$ cat src/rtl/mem_lsu_pkg.sv
// Shared CPU definitions for the MEM-stage load/store unit and the data memory.
package mem_lsu_pkg;

    localparam int unsigned CPU_ADDR_W    = 16;
    localparam int unsigned CPU_DATA_W    = 16;
    localparam int unsigned CPU_MEM_DEPTH = 128;

    typedef enum logic [1:0] {
        LSU_IDLE,
        LSU_WRITE,
        LSU_READ,
        LSU_RESP
    } lsu_state_t;

endpackage

$ cat src/rtl/mem_lsu_if.sv
// Pipeline request/response handshake and data-memory port of the LSU.
interface mem_lsu_if
    import mem_lsu_pkg::*;
#(
    parameter int unsigned ADDR_W = CPU_ADDR_W,
    parameter int unsigned DATA_W = CPU_DATA_W
) ();

    logic              req_valid;
    logic              req_ready;
    logic              req_we;
    logic [ADDR_W-1:0] req_addr;
    logic [DATA_W-1:0] req_wdata;
    logic              rsp_valid;
    logic              rsp_ready;
    logic [DATA_W-1:0] rsp_rdata;
    logic              rsp_err;
    logic              mem_write_en;
    logic [ADDR_W-1:0] mem_addr;
    logic [DATA_W-1:0] mem_write_data;
    logic [DATA_W-1:0] mem_read_data;

    modport master (
        input  req_valid, req_we, req_addr, req_wdata, rsp_ready, mem_read_data,
        output req_ready, rsp_valid, rsp_rdata, rsp_err,
               mem_write_en, mem_addr, mem_write_data
    );

    modport slave (
        output req_valid, req_we, req_addr, req_wdata, rsp_ready, mem_read_data,
        input  req_ready, rsp_valid, rsp_rdata, rsp_err,
               mem_write_en, mem_addr, mem_write_data
    );

endinterface

$ cat src/rtl/mem_lsu.sv
// MEM-stage load/store initiator: one request at a time, sole master of the
// data-memory port, one response per request, out-of-range requests rejected.
module mem_lsu
    import mem_lsu_pkg::*;
#(
    parameter int unsigned ADDR_W    = CPU_ADDR_W,
    parameter int unsigned DATA_W    = CPU_DATA_W,
    parameter int unsigned MEM_DEPTH = CPU_MEM_DEPTH,
    parameter int unsigned RD_LAT    = 1
) (
    input  logic       clk,
    input  logic       reset,
    mem_lsu_if.master  bus,
    output logic [7:0] err_count,
    output logic       busy
);

    localparam int unsigned CNT_W = (RD_LAT > 1) ? $clog2(RD_LAT) : 1;

    lsu_state_t        state, state_nxt;
    logic              ready_q;
    logic              accept;
    logic [ADDR_W-1:0] addr_q;
    logic [DATA_W-1:0] wdata_q;
    logic [DATA_W-1:0] rdata_q;
    logic              err_q;
    logic [CNT_W-1:0]  lat_cnt;

    // Upper bits above the memory depth must be zero; no aliasing.
    function automatic logic in_range(input logic [ADDR_W-1:0] a);
        return 32'(a) < 32'(MEM_DEPTH);
    endfunction

    assign accept = bus.req_valid && bus.req_ready;

    always_ff @(posedge clk or posedge reset) begin
        if (reset) state <= LSU_IDLE;
        else       state <= state_nxt;
    end

    always_comb begin
        state_nxt          = state;
        bus.req_ready      = 1'b0;
        bus.rsp_valid      = 1'b0;
        bus.mem_write_en   = 1'b0;
        busy               = 1'b1;
        case (state)
            LSU_IDLE: begin
                busy          = 1'b0;
                bus.req_ready = ready_q;
                if (accept) begin
                    if (!in_range(bus.req_addr)) state_nxt = LSU_RESP;
                    else if (bus.req_we)         state_nxt = LSU_WRITE;
                    else                         state_nxt = LSU_READ;
                end
            end
            LSU_WRITE: begin
                bus.mem_write_en = 1'b1;
                state_nxt        = LSU_RESP;
            end
            LSU_READ: begin
                if (lat_cnt == '0) state_nxt = LSU_RESP;
            end
            LSU_RESP: begin
                bus.rsp_valid = 1'b1;
                if (bus.rsp_ready) state_nxt = LSU_IDLE;
            end
            default: state_nxt = LSU_IDLE;
        endcase
    end

    assign bus.mem_addr       = addr_q;
    assign bus.mem_write_data = wdata_q;
    assign bus.rsp_rdata      = rdata_q;
    assign bus.rsp_err        = err_q;

    // ready_q keeps req_ready low until the first edge after reset releases.
    always_ff @(posedge clk or posedge reset) begin
        if (reset) begin
            ready_q   <= 1'b0;
            addr_q    <= '0;
            wdata_q   <= '0;
            rdata_q   <= '0;
            err_q     <= 1'b0;
            lat_cnt   <= '0;
            err_count <= '0;
        end else begin
            ready_q <= 1'b1;
            case (state)
                LSU_IDLE: begin
                    if (accept) begin
                        if (in_range(bus.req_addr)) begin
                            addr_q  <= bus.req_addr;
                            wdata_q <= bus.req_wdata;
                            lat_cnt <= CNT_W'(RD_LAT - 1);
                        end else begin
                            rdata_q <= '0;
                            err_q   <= 1'b1;
                            if (err_count != '1) err_count <= err_count + 8'd1;
                        end
                    end
                end
                LSU_WRITE: begin
                    rdata_q <= '0;
                    err_q   <= 1'b0;
                end
                LSU_READ: begin
                    if (lat_cnt == '0) begin
                        rdata_q <= bus.mem_read_data;
                        err_q   <= 1'b0;
                    end else begin
                        lat_cnt <= lat_cnt - 1'b1;
                    end
                end
                default: ;
            endcase
        end
    end

endmodule

$ cat src/flat_wrapper.sv
// flat-port wrapper written by rule: the top's interface ports become plain ports
module mem_lsu_flat import mem_lsu_pkg::*;
#(
    parameter int unsigned ADDR_W    = CPU_ADDR_W,
    parameter int unsigned DATA_W    = CPU_DATA_W,
    parameter int unsigned MEM_DEPTH = CPU_MEM_DEPTH,
    parameter int unsigned RD_LAT    = 1
)
  (clk, reset, err_count, busy, bus_req_valid, bus_req_we, bus_req_addr, bus_req_wdata, bus_rsp_ready, bus_mem_read_data, bus_req_ready, bus_rsp_valid, bus_rsp_rdata, bus_rsp_err, bus_mem_write_en, bus_mem_addr, bus_mem_write_data);
  mem_lsu_if #(.ADDR_W(ADDR_W), .DATA_W(DATA_W)) bus_i ();
  input  logic clk;
  input  logic reset;
  output logic [7:0] err_count;
  output logic busy;
  input wire logic [$bits(bus_i.req_valid)-1:0] bus_req_valid;
  input wire logic [$bits(bus_i.req_we)-1:0] bus_req_we;
  input wire logic [$bits(bus_i.req_addr)-1:0] bus_req_addr;
  input wire logic [$bits(bus_i.req_wdata)-1:0] bus_req_wdata;
  input wire logic [$bits(bus_i.rsp_ready)-1:0] bus_rsp_ready;
  input wire logic [$bits(bus_i.mem_read_data)-1:0] bus_mem_read_data;
  output wire logic [$bits(bus_i.req_ready)-1:0] bus_req_ready;
  output wire logic [$bits(bus_i.rsp_valid)-1:0] bus_rsp_valid;
  output wire logic [$bits(bus_i.rsp_rdata)-1:0] bus_rsp_rdata;
  output wire logic [$bits(bus_i.rsp_err)-1:0] bus_rsp_err;
  output wire logic [$bits(bus_i.mem_write_en)-1:0] bus_mem_write_en;
  output wire logic [$bits(bus_i.mem_addr)-1:0] bus_mem_addr;
  output wire logic [$bits(bus_i.mem_write_data)-1:0] bus_mem_write_data;
  assign bus_i.req_valid = bus_req_valid;
  assign bus_i.req_we = bus_req_we;
  assign bus_i.req_addr = bus_req_addr;
  assign bus_i.req_wdata = bus_req_wdata;
  assign bus_i.rsp_ready = bus_rsp_ready;
  assign bus_i.mem_read_data = bus_mem_read_data;
  assign bus_req_ready = bus_i.req_ready;
  assign bus_rsp_valid = bus_i.rsp_valid;
  assign bus_rsp_rdata = bus_i.rsp_rdata;
  assign bus_rsp_err = bus_i.rsp_err;
  assign bus_mem_write_en = bus_i.mem_write_en;
  assign bus_mem_addr = bus_i.mem_addr;
  assign bus_mem_write_data = bus_i.mem_write_data;
  mem_lsu #(.ADDR_W(ADDR_W), .DATA_W(DATA_W), .MEM_DEPTH(MEM_DEPTH), .RD_LAT(RD_LAT)) u_core (.clk(clk), .reset(reset), .bus(bus_i), .err_count(err_count), .busy(busy));
endmodule
$ cat config.mk
export PLATFORM = sky130hd
export DESIGN_NAME = mem_lsu_flat
export DESIGN_NICKNAME = d
export VERILOG_FILES = /design/src/rtl/mem_lsu_pkg.sv /design/src/rtl/mem_lsu_if.sv /design/src/rtl/mem_lsu.sv /design/src/flat_wrapper.sv
export SDC_FILE = /design/constraint.sdc
export NUM_CORES = 1
export LEC_CHECK = 0
export BUFFER_PORTS_ARGS = -buffer_cell sky130_fd_sc_hd__buf_4
export CORE_MARGIN = 8
export CORE_UTILIZATION = 45
export CTS_BUF_LIST = sky130_fd_sc_hd__clkbuf_8 sky130_fd_sc_hd__clkbuf_16
export DETAILED_ROUTE_END_ITERATION = 10
export PLACE_DENSITY = 0.76
export SLEW_MARGIN = 25
export SYNTH_ARGS = -nofsm -noshare
export SYNTH_HDL_FRONTEND = slang
export SYNTH_SLANG_ARGS = --single-unit
$ cat constraint.sdc
create_clock -name clk -period 4.6 [get_ports clk]
set_clock_uncertainty 0.05 [all_clocks]
set_input_delay 0.69 -clock clk [delete_from_list [all_inputs] [get_ports clk]]
set_output_delay 0.69 -clock clk [all_outputs]
set_load 0.005 [all_outputs]
; ---- Yosys cells after proc, flatten, opt, wreduce, memory -nomap -nowiden
; Cells that the tools add are included.
[word_totals]
ff_bits = 61
in_bits = 53
output_inout_bits = 61
word_cells = 52
[classes]
n_addsub = 2
order_cmp = 1
eq_ne = 9
n_mux = 22
bitwise = 1
n_reduce_logical = 9
[op_table]
columns = op, n
row1 = 2-to-1 mux 16 bit, 3
row2 = one-hot mux 16 bit (3 select lines), 1
row3 = "< comparator 16 x 8 -> 1 bit, second input constant", 1
row4 = 2-to-1 mux 1 bit, 10
row5 = 2-to-1 mux 2 bit, 5
row6 = AND reduction 3 bit, 3
row7 = "adder 8 x 1 -> 8 bit, second input constant", 1
row8 = "!= test 8 bit, second input constant", 1
row9 = one-hot mux 2 bit (4 select lines), 1
row10 = AND reduction 4 bit, 2
row11 = "!= test 2 bit, second input constant", 3
row12 = "== test 2 bit, second input constant", 2
row13 = "!= test 2 x 1 -> 1 bit, second input constant", 2
row14 = one-hot mux 1 bit (3 select lines), 1
row15 = nonzero test 3 bit, 1
row16 = "== test 2 x 1 -> 1 bit, second input constant", 1
row17 = logical NOT 2 bit, 1
row18 = one-hot mux 1 bit (2 select lines), 1
row19 = nonzero test 2 bit, 1
row20 = logical AND 1 bit, 1
row21 = inverter 1 bit, 1
row22 = "subtractor 1 bit, second input constant", 1

; ---- Longest topological paths before layout
[depth]
word_depth = 5
depth_mapped = 8
mapped_depth_nobuf = 6

; ---- Worst setup path before layout
; OpenSTA, ideal clock, no wires.
[synth_timing]
path_kind = input -> register
startpoint = input bus_req_addr[8]
endpoint = register u_core.addr_q[0], in the netlist u_core.bus.mem_addr[0]
setup_ns = 0.125
arrival_time_ns = 1.780
t_required_ns = 4.425
setup_slack_ns = 2.644
cell_stages = 6
path_buffers = 2
cell_sequence = nor4_2 and3_1 buf_4 nand2_4 buf_6 mux2_4
[synth_via]
elab_chain_len = 2
[synth_rtl]
columns = item, line
row1 = start: declaration, flat_wrapper.sv:17  ; input wire logic [$bits(bus_i.req_addr)-1:0] bus_req_addr;
row2 = < comparator 16 x 8 -> 1 bit, mem_lsu.sv:31  ; return 32'(a) < 32'(MEM_DEPTH);
row3 = AND reduction 3 bit (no source line), -
row4 = end signal: assignment, mem_lsu.sv:93  ; addr_q <= bus.req_addr;
row5 = end: declaration, mem_lsu.sv:23  ; logic [ADDR_W-1:0] addr_q;
; Every way passes these cells.
; A chain may end at the register's enable or synchronous reset.

; ---- Worst setup path after layout
[layout_timing]
startpoint = register u_core.state[0]
endpoint = register u_core.rdata_q[2], in the netlist u_core.bus.rsp_rdata[2]
[layout_via]
elab_chain_len = 5
elab_cells_between_ends = 11
classes_between = 5 x eq/ne / 2 x mux / 4 x reduce/logical
[layout_rtl]
columns = item, line
row1 = start: declaration, mem_lsu.sv:20  ; lsu_state_t state, state_nxt;
row2 = start signal: assignment, mem_lsu.sv:38  ; else state <= state_nxt;
row3 = logical NOT 2 bit, "mem_lsu.sv:47, mem_lsu.sv:89"
row4 = 2-to-1 mux 1 bit, mem_lsu.sv:47  ; case (state)
row5 = logical AND 1 bit, mem_lsu.sv:34  ; assign accept = bus.req_valid && bus.req_ready;
row6 = != test 2 x 1 -> 1 bit (no source line), -
row7 = AND reduction 4 bit (no source line), -
row8 = end signal: assignment, mem_lsu.sv:109  ; rdata_q <= bus.mem_read_data;
row9 = end: declaration, mem_lsu.sv:25  ; logic [DATA_W-1:0] rdata_q;
; Parallel ways exist; a longest one is shown, timed or not.

==> flow_metrics.tcl <==
set metrics [dict create \
    grt_max_degree 61 \
    finalNetCount 380 \
    vias 1868 \
    via_per_inst 4.670 \
    num_io_pins 114 \
    stdcell_area_um2 3725 \
    path_cells "inv_1 -> ha_1 -> nand3_1 -> a31oi_1 -> o21ba_1 -> mux2i_1" \
    cp-end-kind "flip-flop" \
    design.core.area_um2 5816 \
    dpl.cell_count 384 \
    drive_above_1_share_pct 48.92 \
    routedWlPerCell_um 15.51 \
    cp.required_ns 4.78 \
    clk_pin_slew_worst_paths_ns 0.07 \
    critPathBufInv 1 \
    num_antenna_cells 0 \
    port_buffers 113 \
    synthToLayoutAreaGrowth_pct 40.36 \
    insertion_delay_ns 0.32 \
    worst_path_max_delay_cell "o21ba_1" \
    track_usage_pct 14.44 \
    synth_top_flop_cell "dfrtp_1" \
    ctsHoldBuffers 0 \
    fin_setup_tns_ns 0 \
    min_path_type "flip-flop to flip-flop" \
    outcome "completed" \
    synth_cells 203 \
    syn-num-nets 263 \
    cap_violations 0 \
    clock_path_buffers 2 \
    rsz0062_at_grt "no" \
    worstPathMaxFanout 17 \
    cts_max_level 3 \
    cts.sinks 60 \
    critPathLaunchType "flip-flop" \
    cts_buffers 9 \
    cts.repair.resized 0 \
    period_needed_ns 2.544 \
    fillers 471 \
    cp_slowest_stage_delay_ns 0.84 \
    ys_async_sr_fraction_pct 100.0 \
    synth_most_common_cell "dfrtp_1" \
    first_pass_iters 4 \
    place_congestion 0.7762 \
    hold_viol 0 \
    worstPathArrival_ns 2.73 \
    fin_crit_sh_pct 55.31 \
    fin_total_pwr_mw 1.695 \
    syn_area_um2 2654 \
    die_w_um 92.80 \
    cp_top_family "compound AO/OA/AOI/OAI gates" \
    synth_area_leader_cell "dfrtp_1" \
    drt.antenna.violating_nets 0 \
    yosysSeqAreaShare_pct 56.58 \
    ys_types 29 \
    root_buffer "clkbuf_8" \
    chipHeight_um 92.80 \
    final_cells 400 \
    dieArea_um2 8611 \
    drc 0 \
    tightest_slew_ns 0.9992 \
    yosys_register_bits 60 \
    max_freq_ghz 0.3931 \
    finalWirelength_um 6204 \
    overflow 0 \
    start_util_pct 45.63 \
    post-cts-setup-buffers 0 \
    drt_iter0_drc 41 \
    relSlewSlack_pct 33.38 \
    final_max_slew_viol_count 0 \
    syn_area_per_cell_um2 13.07 \
    worstSetupPathType "flip-flop to flip-flop" \
    grt_pass1_wl_um 9880 \
    grt_pass1_vias 1986 \
    p_leak_nw 2.100 \
    dp_hpwl_um 4518 \
    synth_area_leaders "dfrtp_1, mux2_4, mux2i_1" \
    p_per_area_nw_per_um2 454.9 \
    ir_worst_vdd_v 0.0002520 \
    cts_tree "done" \
    rows 28 \
    synthTopCellsByCount "dfrtp_1, inv_1, mux2_4, nand2_1, mux2i_1" \
    synth_top_area_share_pct 56.58 \
    antenna_found_initial 0 \
    setup_viol 0 \
    synth-warning-count 0 \
    synth_edf_count 0 \
    place_area_um2 3523 \
]
-- state kept, by name, summed over array words and instances (netlist names) --
name,flops
u_core.bus.rsp_err,1
u_core.bus.rsp_rdata,16
u_core.state,2
u_core.bus.mem_addr,16
u_core.err_count,8
u_core.bus.mem_write_data,16
u_core.ready_q,1
-- power breakdown --
group | internal (mW) | switching (mW) | total [mW]
Sequential | 0.617 | 0.0665 | 0.684
Combinational | 0.296 | 0.243 | 0.540
Clock | 0.264 | 0.208 | 0.471
Total | 1.18 | 0.517 | 1.69
-- stage by stage --
| step | hold WS (ns) | setup slack (ns) | util [%] |
|---|---|---|---|
| detailed placement | 0.4229 | 2.055 | 60.59 |
| global placement | 0.4200 | 2.116 | 60.59 |
| global route | 0.4435 | 1.817 | 64.05 |
| CTS | 0.4405 | 2.023 | 64.05 |
| finish | 0.4388 | 2.056 | 64.05 |
| floorplan | 0.4282 | 2.375 | - |
-- cells by family (layout without fill, tap and decap cells) --
family,count (synthesis),in the layout,synth area share (%)
adder cells (fa/ha/maj),7,7,3.300
XOR/XNOR,7,7,2.310
multiplexers,43,43,20.27
AND/OR/NAND/NOR,49,49,9.712
buffers and inverters,30,152,6.129
flip-flops,60,60,56.58
AO/OA/AOI/OAI,6,6,1.556
other,1,1,0.1413
-- cell usage in the layout (no fill, tap or decap), types with 2 or more instances in the layout --
cell	n
buf_4	114
dfrtp_1	60
inv_1	21
mux2_4	20
nand2_1	18
mux2i_1	17
and2_1	11
clkbuf_8	10
ha_1	7
mux2_2	5
and3_1	4
xnor2_1	4
nor2_1	3
nor3_1	3
nand3_1	3
a31oi_1	3
nand4_1	3
xor2_1	3
clkinvlp_4	2
clkinv_2	2
-- path summary, 6_finish.rpt --
kind	from	end	slack, ns	depth (start not counted)
worst max-delay path	u_core.state[0]	u_core.bus.rsp_rdata[2]	2.06	6
max in group asynchronous	reset	u_core.bus.rsp_rdata[2]	3.44	3
worst min register to register	u_core.bus.mem_addr[12]	u_core.bus.mem_addr[12]	0.44	1
min in group asynchronous	reset	u_core.state[0]	0.53	3
worst min-delay path	u_core.bus.mem_addr[12]	u_core.bus.mem_addr[12]	0.44	1
worst max register to register	u_core.state[0]	u_core.bus.rsp_rdata[2]	2.06	6
-- metal layers --
| metal | part of all wire, % | up-vias | GRT usage, % |
|---|---|---|---|
| met1 | 42 | 898 | 16.91 |
| met2 | 48 | 65 | 22.96 |
| met3 | 8.1 | 11 | 5.583 |
| met4 | 1.7 | 0 | 6.443 |
| met5 | 0 | - | 0 |
| li1 | - | 894 | - |
-- final cells by class --
type | instances | area [µm²] | share of cell area, %
repair buffers | 114 | 855.8 | 22.98
multi-input cells | 113 | 989.7 | 26.57
clock inverters | 6 | 63.81 | 1.713
clock buffers | 10 | 137.6 | 3.695
flip-flops and latches | 60 | 1501 | 40.31
well taps | 75 | 93.84 | 2.519
inverters | 22 | 82.58 | 2.217
(Power assumes the default switching activity.)
